==> config.mk <==
export PLATFORM = sky130hd
export DESIGN_NAME = aes_trig_seq_gen
export DESIGN_NICKNAME = d
export VERILOG_FILES = /design/src/rtl/aes_trig_seq_gen.sv
export SDC_FILE = /design/constraint.sdc
export NUM_CORES = 1
export LEC_CHECK = 0
export ABC_AREA = 1
export BUFFER_PORTS_ARGS = -buffer_cell sky130_fd_sc_hd__buf_2
export CAP_MARGIN = 10
export CORE_MARGIN = 5
export CORE_UTILIZATION = 46
export DETAILED_ROUTE_END_ITERATION = 10
export PLACE_DENSITY = 0.93
export RECOVER_POWER = 50
export SETUP_SLACK_MARGIN = 0.15
export SLEW_MARGIN = 20
export SYNTH_ARGS = -nofsm -noshare
export SYNTH_HDL_FRONTEND = slang
export SYNTH_SLANG_ARGS = --single-unit
==> constraint.sdc <==
create_clock -name clk -period 3.4 [get_ports clk]
set_input_delay 0.17 -clock clk [delete_from_list [all_inputs] [get_ports clk]]
set_output_delay 0.17 -clock clk [all_outputs]
set_load 0.05 [all_outputs]
==> src/rtl/aes_trig_seq_gen.sv <==
`default_nettype none
// ============================================================================
// Module   : aes_trig_seq_gen
// Purpose  : Sends the four-word AES trigger activation sequence onto the AES
//            core's 128-bit plaintext input over a valid/ready handshake. The
//            sequence can repeat, and idle gaps can be placed between words.
//
// Parameters
//   GAP_CYCLES : idle cycles after each accepted word (0..255)
//   REPEAT     : full passes of the sequence per start (1..15)
//
// Ports
//   clk        in   1    clock, rising edge
//   rst        in   1    synchronous active-high reset
//   start      in   1    begin a run (only acted on while idle)
//   abort      in   1    stop the current run at the next edge
//   pt_ready   in   1    AES input accepts pt_data this cycle
//   pt_valid   out  1    pt_data holds a sequence word
//   pt_data    out  128  plaintext word (all-ones when not valid)
//   seq_idx    out  2    index of the word being presented
//   busy       out  1    run in progress
//   done       out  1    one-cycle pulse on normal completion
//   pass_cnt   out  4    completed passes in the current or last run
//
// Build option
//   TRIG_SEQ_DECOY_EN : when defined, a decoy word is sent between W1 and W2
//                       in every pass (seq_idx reads 1 while it is shown).
//
// Revision : 1.0 - initial release
// ============================================================================
module aes_trig_seq_gen #(
    parameter int GAP_CYCLES = 0,
    parameter int REPEAT     = 1
) (
    input  logic         clk,
    input  logic         rst,
    input  logic         start,
    input  logic         abort,
    input  logic         pt_ready,
    output logic         pt_valid,
    output logic [127:0] pt_data,
    output logic [1:0]   seq_idx,
    output logic         busy,
    output logic         done,
    output logic [3:0]   pass_cnt
);

    localparam logic [1:0] c_ST_IDLE = 2'd0;
    localparam logic [1:0] c_ST_SEND = 2'd1;
    localparam logic [1:0] c_ST_GAP  = 2'd2;
    localparam logic [1:0] c_ST_FIN  = 2'd3;

    localparam logic [127:0] c_W0        = 128'h3243f6a8_885a308d_313198a2_e0370734;
    localparam logic [127:0] c_W1        = 128'h00112233_44556677_8899aabb_ccddeeff;
    localparam logic [127:0] c_W2        = 128'h0;
    localparam logic [127:0] c_W3        = 128'h1;
    // Idle value is chosen so that it can never be mistaken for a sequence word.
    localparam logic [127:0] c_IDLE_DATA = {128{1'b1}};

    localparam logic [7:0] c_GAP_LOAD = 8'(GAP_CYCLES);
    localparam logic [4:0] c_REPEAT   = 5'(REPEAT);

    logic [1:0] state_q,    state_d;
    logic [1:0] seq_idx_q,  seq_idx_d;
    logic [3:0] pass_cnt_q, pass_cnt_d;
    logic [7:0] gap_cnt_q,  gap_cnt_d;

    logic w_advance;
    logic w_last_word;
    logic w_more_passes;

`ifdef TRIG_SEQ_DECOY_EN
    localparam logic [127:0] c_WD = 128'hdeadbeef_deadbeef_deadbeef_deadbeef;
    // Set while the decoy is the current word; seq_idx stays at 1 meanwhile.
    logic decoy_q, decoy_d;
`endif

    // The decoy sits between indices 1 and 2, so index 3 is always the last word.
    assign w_last_word   = (seq_idx_q == 2'd3);
    assign w_more_passes = (({1'b0, pass_cnt_q} + 5'd1) < c_REPEAT);

    // Move to the next word: straight after a transfer when there is no gap,
    // otherwise on the final gap cycle. abort overrides either.
    always_comb begin
        w_advance = 1'b0;
        if (!abort) begin
            if (state_q == c_ST_SEND) begin
                w_advance = pt_ready && (c_GAP_LOAD == 8'd0);
            end else if (state_q == c_ST_GAP) begin
                w_advance = (gap_cnt_q == 8'd1);
            end
        end
    end

    // ------------------------------------------------------------------------
    // State register
    // ------------------------------------------------------------------------
    always_ff @(posedge clk) begin
        if (rst) begin
            state_q    <= c_ST_IDLE;
            seq_idx_q  <= 2'd0;
            pass_cnt_q <= 4'd0;
            gap_cnt_q  <= 8'd0;
`ifdef TRIG_SEQ_DECOY_EN
            decoy_q    <= 1'b0;
`endif
        end else begin
            state_q    <= state_d;
            seq_idx_q  <= seq_idx_d;
            pass_cnt_q <= pass_cnt_d;
            gap_cnt_q  <= gap_cnt_d;
`ifdef TRIG_SEQ_DECOY_EN
            decoy_q    <= decoy_d;
`endif
        end
    end

    // ------------------------------------------------------------------------
    // Next-state logic
    // ------------------------------------------------------------------------
    always_comb begin
        state_d    = state_q;
        seq_idx_d  = seq_idx_q;
        pass_cnt_d = pass_cnt_q;
        gap_cnt_d  = gap_cnt_q;
`ifdef TRIG_SEQ_DECOY_EN
        decoy_d    = decoy_q;
`endif

        case (state_q)
            c_ST_IDLE: begin
                if (start) begin
                    state_d    = c_ST_SEND;
                    seq_idx_d  = 2'd0;
                    pass_cnt_d = 4'd0;
                    gap_cnt_d  = 8'd0;
`ifdef TRIG_SEQ_DECOY_EN
                    decoy_d    = 1'b0;
`endif
                end
            end
            c_ST_SEND: begin
                if (abort) begin
                    state_d = c_ST_IDLE;
`ifdef TRIG_SEQ_DECOY_EN
                    decoy_d = 1'b0;
`endif
                    // The core took this word, so a final word still closes the pass.
                    if (pt_ready && w_last_word) begin
                        pass_cnt_d = pass_cnt_q + 4'd1;
                    end
                end else if (pt_ready && (c_GAP_LOAD != 8'd0)) begin
                    state_d   = c_ST_GAP;
                    gap_cnt_d = c_GAP_LOAD;
                end
            end
            c_ST_GAP: begin
                gap_cnt_d = gap_cnt_q - 8'd1;
                if (abort) begin
                    state_d   = c_ST_IDLE;
                    gap_cnt_d = 8'd0;
`ifdef TRIG_SEQ_DECOY_EN
                    decoy_d   = 1'b0;
`endif
                end
            end
            c_ST_FIN: begin
                state_d = c_ST_IDLE;
            end
            default: begin
                state_d = c_ST_IDLE;
            end
        endcase

        if (w_advance) begin
`ifdef TRIG_SEQ_DECOY_EN
            if ((seq_idx_q == 2'd1) && !decoy_q) begin
                decoy_d = 1'b1;
                state_d = c_ST_SEND;
            end else if (decoy_q) begin
                decoy_d   = 1'b0;
                seq_idx_d = 2'd2;
                state_d   = c_ST_SEND;
            end else
`endif
            if (!w_last_word) begin
                seq_idx_d = seq_idx_q + 2'd1;
                state_d   = c_ST_SEND;
            end else begin
                pass_cnt_d = pass_cnt_q + 4'd1;
                if (w_more_passes) begin
                    seq_idx_d = 2'd0;
                    state_d   = c_ST_SEND;
                end else begin
                    state_d   = c_ST_FIN;
                end
            end
        end
    end

    // ------------------------------------------------------------------------
    // Output logic (Moore: depends on registered state only)
    // ------------------------------------------------------------------------
    always_comb begin
        pt_valid = (state_q == c_ST_SEND);
        busy     = (state_q == c_ST_SEND) || (state_q == c_ST_GAP);
        done     = (state_q == c_ST_FIN);
        seq_idx  = seq_idx_q;
        pass_cnt = pass_cnt_q;
        pt_data  = c_IDLE_DATA;
        if (state_q == c_ST_SEND) begin
            case (seq_idx_q)
                2'd0:    pt_data = c_W0;
                2'd1:    pt_data = c_W1;
                2'd2:    pt_data = c_W2;
                default: pt_data = c_W3;
            endcase
`ifdef TRIG_SEQ_DECOY_EN
            if (decoy_q) begin
                pt_data = c_WD;
            end
`endif
        end
    end

endmodule
`default_nettype wire

## Yosys cells after proc, flatten, opt, wreduce, memory -nomap -nowiden

Index checks and enable logic that the tools add are counted.
W data, S select, Z words.

| word-level totals | value |
|---|---|
| input port bits | 5 |
| word-level logic and storage cells | 52 |
| register bits | 16 |
| output and inout port bits | 137 |

| cells by class | value |
|---|---|
| eq/ne operators | 10 |
| mux-type cells | 25 |
| order comparisons | 1 |
| $add $sub $neg | 4 |
| reductions and logical operators | 8 |

Operators by type and width:

| operator | number |
|---|---|
| $pmux W126 S3 | 1 |
| $mux W128 | 1 |
| $mux W2 | 10 |
| $mux W4 | 5 |
| $mux W8 | 2 |
| $pmux W8 S2 | 1 |
| $eq A2 B2 Y1 const B | 4 |
| $eq A8 B1 Y1 const B | 1 |
| $pmux W4 S2 | 1 |
| $sub A8 B1 Y8 const B | 1 |
| $pmux W2 S3 | 1 |
| $add A4 B1 Y5 const B | 1 |
| $lt A5 B1 Y1 const B | 1 |
| $add A4 B1 Y4 const B | 1 |
| $eq A2 B1 Y1 const B | 2 |
| $logic_not A2 Y1 | 2 |
| $reduce_and A2 Y1 | 2 |
| $mux W1 | 3 |
| $ne A3 B1 Y1 const B | 1 |
| $ne A3 B3 Y1 const B | 1 |
| $add A2 B1 Y2 const B | 1 |
| $ne A2 B2 Y1 const B | 1 |
| $reduce_bool A2 Y1 | 1 |
| $reduce_or A2 Y1 | 1 |
| other kinds (2) | 2 |

## Logic depth before layout (Yosys ltp)

Gate-level depths: netlist of the first run.

| logic depth | value |
|---|---|
| depth in word-level cells | 7 |
| mapped depth | 10 |
| depth with buffers taken out | 10 |

## Worst setup path before layout of the first run

OpenSTA, ideal clock, no wires.

| path | value |
|---|---|
| path kind | register to output |
| from | reg seq_idx_q[0] (netlist: seq_idx[0]) |
| to | out pt_data[101] |
| data arrival time | 3.903 ns |
| setup slack | -0.673 ns |
| cell stages (with the launch flop) | 5 |
| buffers on the path | 1 |
| data required time | 3.230 ns |
| cells stage by stage | dfxtp_1 ha_1 nor2_1 o21ai_0 buf_4 |

| between the ends | value |
|---|---|
| longest elaborated chain between the ends | 3 |
| elaborated cells on any way between the ends | 5 |
| those cells by class | eq/ne: 2; mux: 2; reduce/logical: 1 |

RTL lines:

| element | RTL line | RTL |
|---|---|---|
| start, declared | 64 | `logic [1:0] seq_idx_q, seq_idx_d;` |
| start signal, assigned | 109 | `seq_idx_q <= seq_idx_d;` |
| $eq A2 B2 Y1, or another cell as far along | 212 | `case (seq_idx_q)` |
| $pmux W126 S3 * | 212 |  |
| $mux W128 * | 211 | `if (state_q == c_ST_SEND) begin` |
| end, declared | 41 | `output logic [127:0] pt_data,` |

Every way passes the cells marked *; elsewhere a longest branch is shown, timed or not.

## Worst setup path after layout of the first run

| path | value |
|---|---|
| from | reg seq_idx_q[1] (netlist: seq_idx[1]) |
| to | out pt_data[77] |

Same word-level chain as after synthesis.

==> results of run 1 <==
state kept, by name, summed over array words and instances (netlist names):
register,flops
gap_cnt_q,8
state_q,2
seq_idx,2
pass_cnt,4
metrics by stage:
step	total power, uW	hold WS, ns	cell area, um^2
after floorplan	1296	0.3751	2115
after global placement	1257	0.4458	1958
after detailed placement	1275	0.4558	1958
after CTS	1447	0.2078	2013
after global routing	1476	0.2061	1893
final	1409	0.1924	1893
routing by layer:
| metal | track usage (%) | wire, um |
|---|---|---|
| met3 | 2.083 | 485 |
| met5 | 0 | 0 |
| met1 | 12.54 | 1504 |
| met4 | 6.357 | 114 |
| met2 | 25.38 | 2290 |
cells in the mapped netlist:
| cell type | n |
|---|---|
| a211oi_1 | 1 |
| a21boi_4 | 1 |
| a21oi_1 | 11 |
| a21oi_2 | 5 |
| buf_4 | 123 |
| clkbuf_1 | 1 |
| dfxtp_1 | 16 |
| ha_1 | 12 |
| inv_1 | 26 |
| inv_2 | 3 |
| inv_4 | 1 |
| nand2_1 | 39 |
| nand2_2 | 4 |
| nand2_4 | 3 |
| nand3_1 | 11 |
| nand3_4 | 1 |
| nand4_1 | 3 |
| nor2_1 | 12 |
| nor2_2 | 3 |
| nor2_4 | 3 |
| nor3_2 | 1 |
| o211ai_1 | 1 |
| o21ai_0 | 5 |
| o21ai_1 | 2 |
| o21ai_2 | 1 |
| or2_2 | 2 |
| xor2_1 | 1 |
where the power goes:
group	total, uW	internal, uW	switching (uW)
clock	173	103	69.8
combinational	1020	157	858
sequential	221	207	14.6
cell type report:
type | count | area [um^2]
Tap cell | 52 | 65.06
Clock buffer | 4 | 55.05
Timing Repair Buffer | 141 | 631.9
Inverter | 30 | 115.1
Fill cell | 489 | 2521
Sequential cell | 16 | 320.3
Multi-Input combinational cell | 122 | 705.7
worst register-to-register path: stages (launching register included):
cell and delay (ns):
dfxtp_1 0.38, inv_1 0.08, ha_1 0.30, inv_4 0.31, nor2_1 0.10, nor2_1 0.30, a21boi_0 0.65, nand2_4 0.08
nand2_1 0.11, a21oi_1 0.06
worst max path at each step:
stage | start | end | slack [ns]
final | seq_idx[1]$_SDFF_PP0_ | pt_data[77] | 0.80
after global routing | seq_idx[0]$_SDFF_PP0_ | pt_data[4] | 0.58
after global placement | seq_idx[0]$_SDFF_PP0_ | pt_data[101] | 1.38
after floorplan | seq_idx[0]$_SDFF_PP0_ | pt_data[101] | 0.27
after detailed placement | seq_idx[0]$_SDFF_PP0_ | pt_data[31] | 1.24
after CTS | seq_idx[0]$_SDFF_PP0_ | pt_data[31] | 0.96
cells by family after synthesis:
group,Yosys count,share of synthesized area (%)
buffers and inverters,154,49.29
AOI/OAI and AO/OA,27,8.343
DFF,16,15.15
xor gates and xnor gates,1,0.4143
and+or+nand+nor,82,19.70
adders and majority gates,12,7.100
==> flow_summary.yaml, run 1 <==
cts:
  numCtsBuffers: 3
  clockBufferDepth: 2
  cts_setup_buffers: 0
  clk_pin_slew_ns: 0.06
  clk_latency_ns: 0.25
  cts.sink_count: 16
  h-tree-depth: 1
  cts_tree: "done"
  hold_buffers: 0
  cts-root-buf: "clkbuf_8"
  cts_resized: 0
worst_hold_path:
  hold_end: "seq_idx[1]$_SDFF_PP0_"
  min_path_type: "input port to flop"
  holdCritStartpoint: "rst"
  whs_path_depth: 2
routing:
  viasPerCell: 4.474
  avgRoutedWirePerCell_um: 12.04
  drtIter0Drc: 62
  drt_wl_total_um: 4394
  dr.pass1.iters: 4
  post-route-drc-count: 0
  vias: 1633
  drtAntennaViolNets: 0
worst_setup_path:
  r2r_setup_slack_ns: 0.92
  end_kind: "output pin"
  cpPeakStageDelay_ns: 0.89
  reg2regPathDepth: 9
  worstReg2RegEnd: "seq_idx[0]$_SDFF_PP0_"
  critPathLaunchType: "flop"
  crit_cells: 5
  crit_buf_inv: 2
  crit_type: "flop to output pin"
  crit_arrival_ns: 2.43
  critPathTopFamily: "compound AO/OA/AOI/OAI gates"
  crit_required_ns: 3.23
  crit_chain: "inv_1 > ha_1 > nor2_1 > o21ai_1 > clkbuf_1"
  crit_fanout: 26
  cpMaxStageDelayCell: "o21ai_1"
  r2r_start: "state_q[1]$_SDFFE_PP0P_"
finish:
  drive_above_1_share_pct: 33.55
  final_cell_mix: "82 x buf_2, 59 x clkbuf_1, 41 x nand2_1"
  layout.nets: 331
  final_util_pct: 42.89
  area_growth_pct: -10.47
  layout_commonest_cell: "buf_2"
  diodes: 0
  final_cells: 365
synth:
  synthCells: 292
  syn_area_per_cell_um2: 7.242
  synth_top_area_share_pct: 43.67
  ys_types: 27
  syn_nets: 309
  ys_seq_area_share_pct: 15.15
  ys_warn_count: 0
  synth_top_cell_by_area: "buf_4"
  post_synth_instance_area_um2: 2115
  synth_area_leaders: "buf_4 44%, dfxtp_1 15%, ha_1 7.1%"
  synth-seq-cells: 16
power_and_ir_drop:
  max-vdd-ir-drop_mv: 0.3134
  p_per_area_nw_per_um2: 744.5
  p_leak_uw: 0.0008523
job:
  cap_violations: 0
global_routing:
  grt_pass1_wl_um: 6624
  grt_pass1_vias: 1458
  grt_max_degree: 44
  antenna_found_initial: 0
  track_usage_pct: 12.84
  overflow: 0
run_status:
  status: "finished clean"
sta:
  hold_viol_final: 0
  max_slew_margin_pct: 21.29
  setup-tns-final_ns: 0
  slew_violations: 0
  setup_violations: 0
  fmax_mhz: 384.9
  rsz0062_at_grt: "false"
  tightestPinTransition_ns: 1.173
  worst_slack_ns: 0.8020
  period_minus_slack_ns: 2.598
  finClkSkew_ns: 0.001209
  fin_crit_sh_pct: 76.41
floorplan:
  start_util_pct: 47.90
  die-area_um2: 6053
  fp.dieH_um: 77.80
  rows: 24
  coreArea_um2: 4414
  boundaryPins: 142
  die_x_um: 77.80
placed_design:
  pre_cts_ws_ns: 1.241
  io_buffers: 141
  dpl.cell_count: 361
  place.gp.congestion: 0.8849
  post-dp-hpwl_um: 3521
(Power assumes the default switching activity.)
==> inputs of run 2 (changes only) <==
CORE_UTILIZATION = 43   (was 46)
PLACE_DENSITY = 0.88   (was 0.93)
clock period = 2.6 ns   (was 3.4 ns; I/O delays follow)
==> run 2 against run 1 <==
  * Routed wire length is 1.7% higher
  * Worst hold slack lost 0.014 ns
  * Flip-flop and latch count unchanged
  * Die area is 6.1% higher
  * Final cell count grew 4.1%
  * Utilization decreased by 2.7 points
  * Largest cell class unchanged
  * Highest routed layer unchanged
  * Via count is 2.9% lower
  * Critical path depth is 1 lower
  * Non-clock buffer count unchanged
  * Register-to-register slack worse by 0.52 ns
  * Global-route usage hardly changed
==> flow_summary.yaml, run 2 (same netlist as run 1, synthesis figures left out) <==
cts:
  h-tree-depth: 1
  clockBufferDepth: 2
  cts_tree: "done"
  numCtsBuffers: 3
  cts.sink_count: 16
  clk_latency_ns: 0.26
  cts-root-buf: "clkbuf_8"
  hold_buffers: 0
  clk_pin_slew_ns: 0.07
routing:
  vias: 1586
  post-route-drc-count: 0
  dr.pass1.iters: 4
  drt_wl_total_um: 4468
  drtIter0Drc: 38
  viasPerCell: 4.174
  avgRoutedWirePerCell_um: 11.76
  drtAntennaViolNets: 0
worst_setup_path:
  crit_arrival_ns: 2.11
  end_kind: "output pin"
  critPathLaunchType: "flop"
  crit_type: "flop to output pin"
  cpMaxStageDelayCell: "o21ai_2"
  crit_chain: "ha_1 > nor2_1 > o21ai_2 > clkbuf_1"
  crit_required_ns: 2.47
  crit_fanout: 26
  cpPeakStageDelay_ns: 0.60
finish:
  drive_above_1_share_pct: 33.87
  largest_register_ffs: 8
  layout.nets: 331
  layout_commonest_cell: "buf_2"
  design_area_um2: 1912
  largest-register: "gap_cnt_q"
  fillCellCount: 530
  area_growth_pct: -9.586
  final_cell_mix: "81 x buf_2, 60 x clkbuf_1, 41 x nand2_1"
  final_cells: 380
  final_util_pct: 40.21
  diodes: 0
floorplan:
  die_x_um: 80.13
  fp.dieH_um: 80.13
  boundaryPins: 142
  rows: 25
  coreArea_um2: 4755
  die-area_um2: 6420
  start_util_pct: 44.47
sta:
  slew_violations: 0
  tightestPinTransition_ns: 0.8054
  period_minus_slack_ns: 2.244
  setup-tns-final_ns: 0
  fin_crit_sh_pct: 86.31
  finClkSkew_ns: 0.004965
  max_slew_margin_pct: 45.74
  hold_viol_final: 0
  setup_violations: 0
  fmax_mhz: 445.6
  rsz0062_at_grt: "false"
global_routing:
  overflow: 0
  grt_max_degree: 44
  grt_pass1_vias: 1463
  track_usage_pct: 12.79
  antenna_found_initial: 0
  grt_pass1_wl_um: 6789
power_and_ir_drop:
  p_leak_uw: 0.0008533
  max-vdd-ir-drop_mv: 0.5070
  p_per_area_nw_per_um2: 966.2
  power_uw: 1847
run_status:
  status: "finished clean"
placed_design:
  place.gp.congestion: 0.8103
  dpl.cell_count: 376
  post-dp-hpwl_um: 3693
  io_buffers: 141
  placedInstanceArea_um2: 1981
job:
  cap_violations: 0
worst_hold_path:
  min_path_type: "input port to flop"
## run 2: cell type report
type	count	area, um^2	share of cell area, %
Clock buffer	4	55.05	2.880
Inverter	30	115.1	6.021
Multi-Input combinational cell	122	706.9	36.98
Sequential cell	16	320.3	16.75
Tap cell	67	83.83	4.385
Timing Repair Buffer	141	630.6	32.98
## run 2: final timing paths
check                                               start                         to  slack, ns  cells past startpoint
worst max-delay path                seq_idx[0]$_SDFF_PP0_                pt_data[16]       0.36                      4
worst min-delay path                                  rst      seq_idx[1]$_SDFF_PP0_       0.18                      2
worst min register to register  gap_cnt_q[3]$_SDFFE_PP0P_  gap_cnt_q[3]$_SDFFE_PP0P_       0.47                      2
worst max register to register    state_q[0]$_SDFFE_PP0P_  gap_cnt_q[2]$_SDFFE_PP0P_       0.40                      6
## run 2: per-layer routing
metal / share of wire, % / global-route usage, % / routed length [um]
met5: 0 / 0 / 0
met3: 8.1 / 2.130 / 360
met2: 52 / 25.50 / 2310
met4: 0.83 / 3.041 / 37
met1: 39 / 13.69 / 1760
## run 2: worst max-delay path, delay by kind of cell (launching register included)
kind	cells	cell delay [ns]
adders and majority gates	1	0.21
DFF	1	0.46
buffers and inverters	1	0.54
AOI/OAI and AO/OA	1	0.60
and+or+nand+nor	1	0.05
## run 2: through the flow
stage	hold slack, ns	worst slack [ns]
after floorplan	0.3351	0.1432
after global placement	0.4466	0.6754
after detailed placement	0.4488	0.5671
after CTS	0.1763	0.2881
after global routing	0.1879	0.1928
final	0.1780	0.3559
## run 2: power breakdown
group / switching (uW) / total, uW / internal, uW
Sequential: 19.0 / 290 / 271
Clock: 92.0 / 227 / 135
Combinational: 1120 / 1330 / 207
Total: 1240 / 1850 / 612
## run 2: timing repair
action	in CTS	in global routing
resized for setup	0	1
setup buffers	0	0
endpoints found under the setup margin	0	37
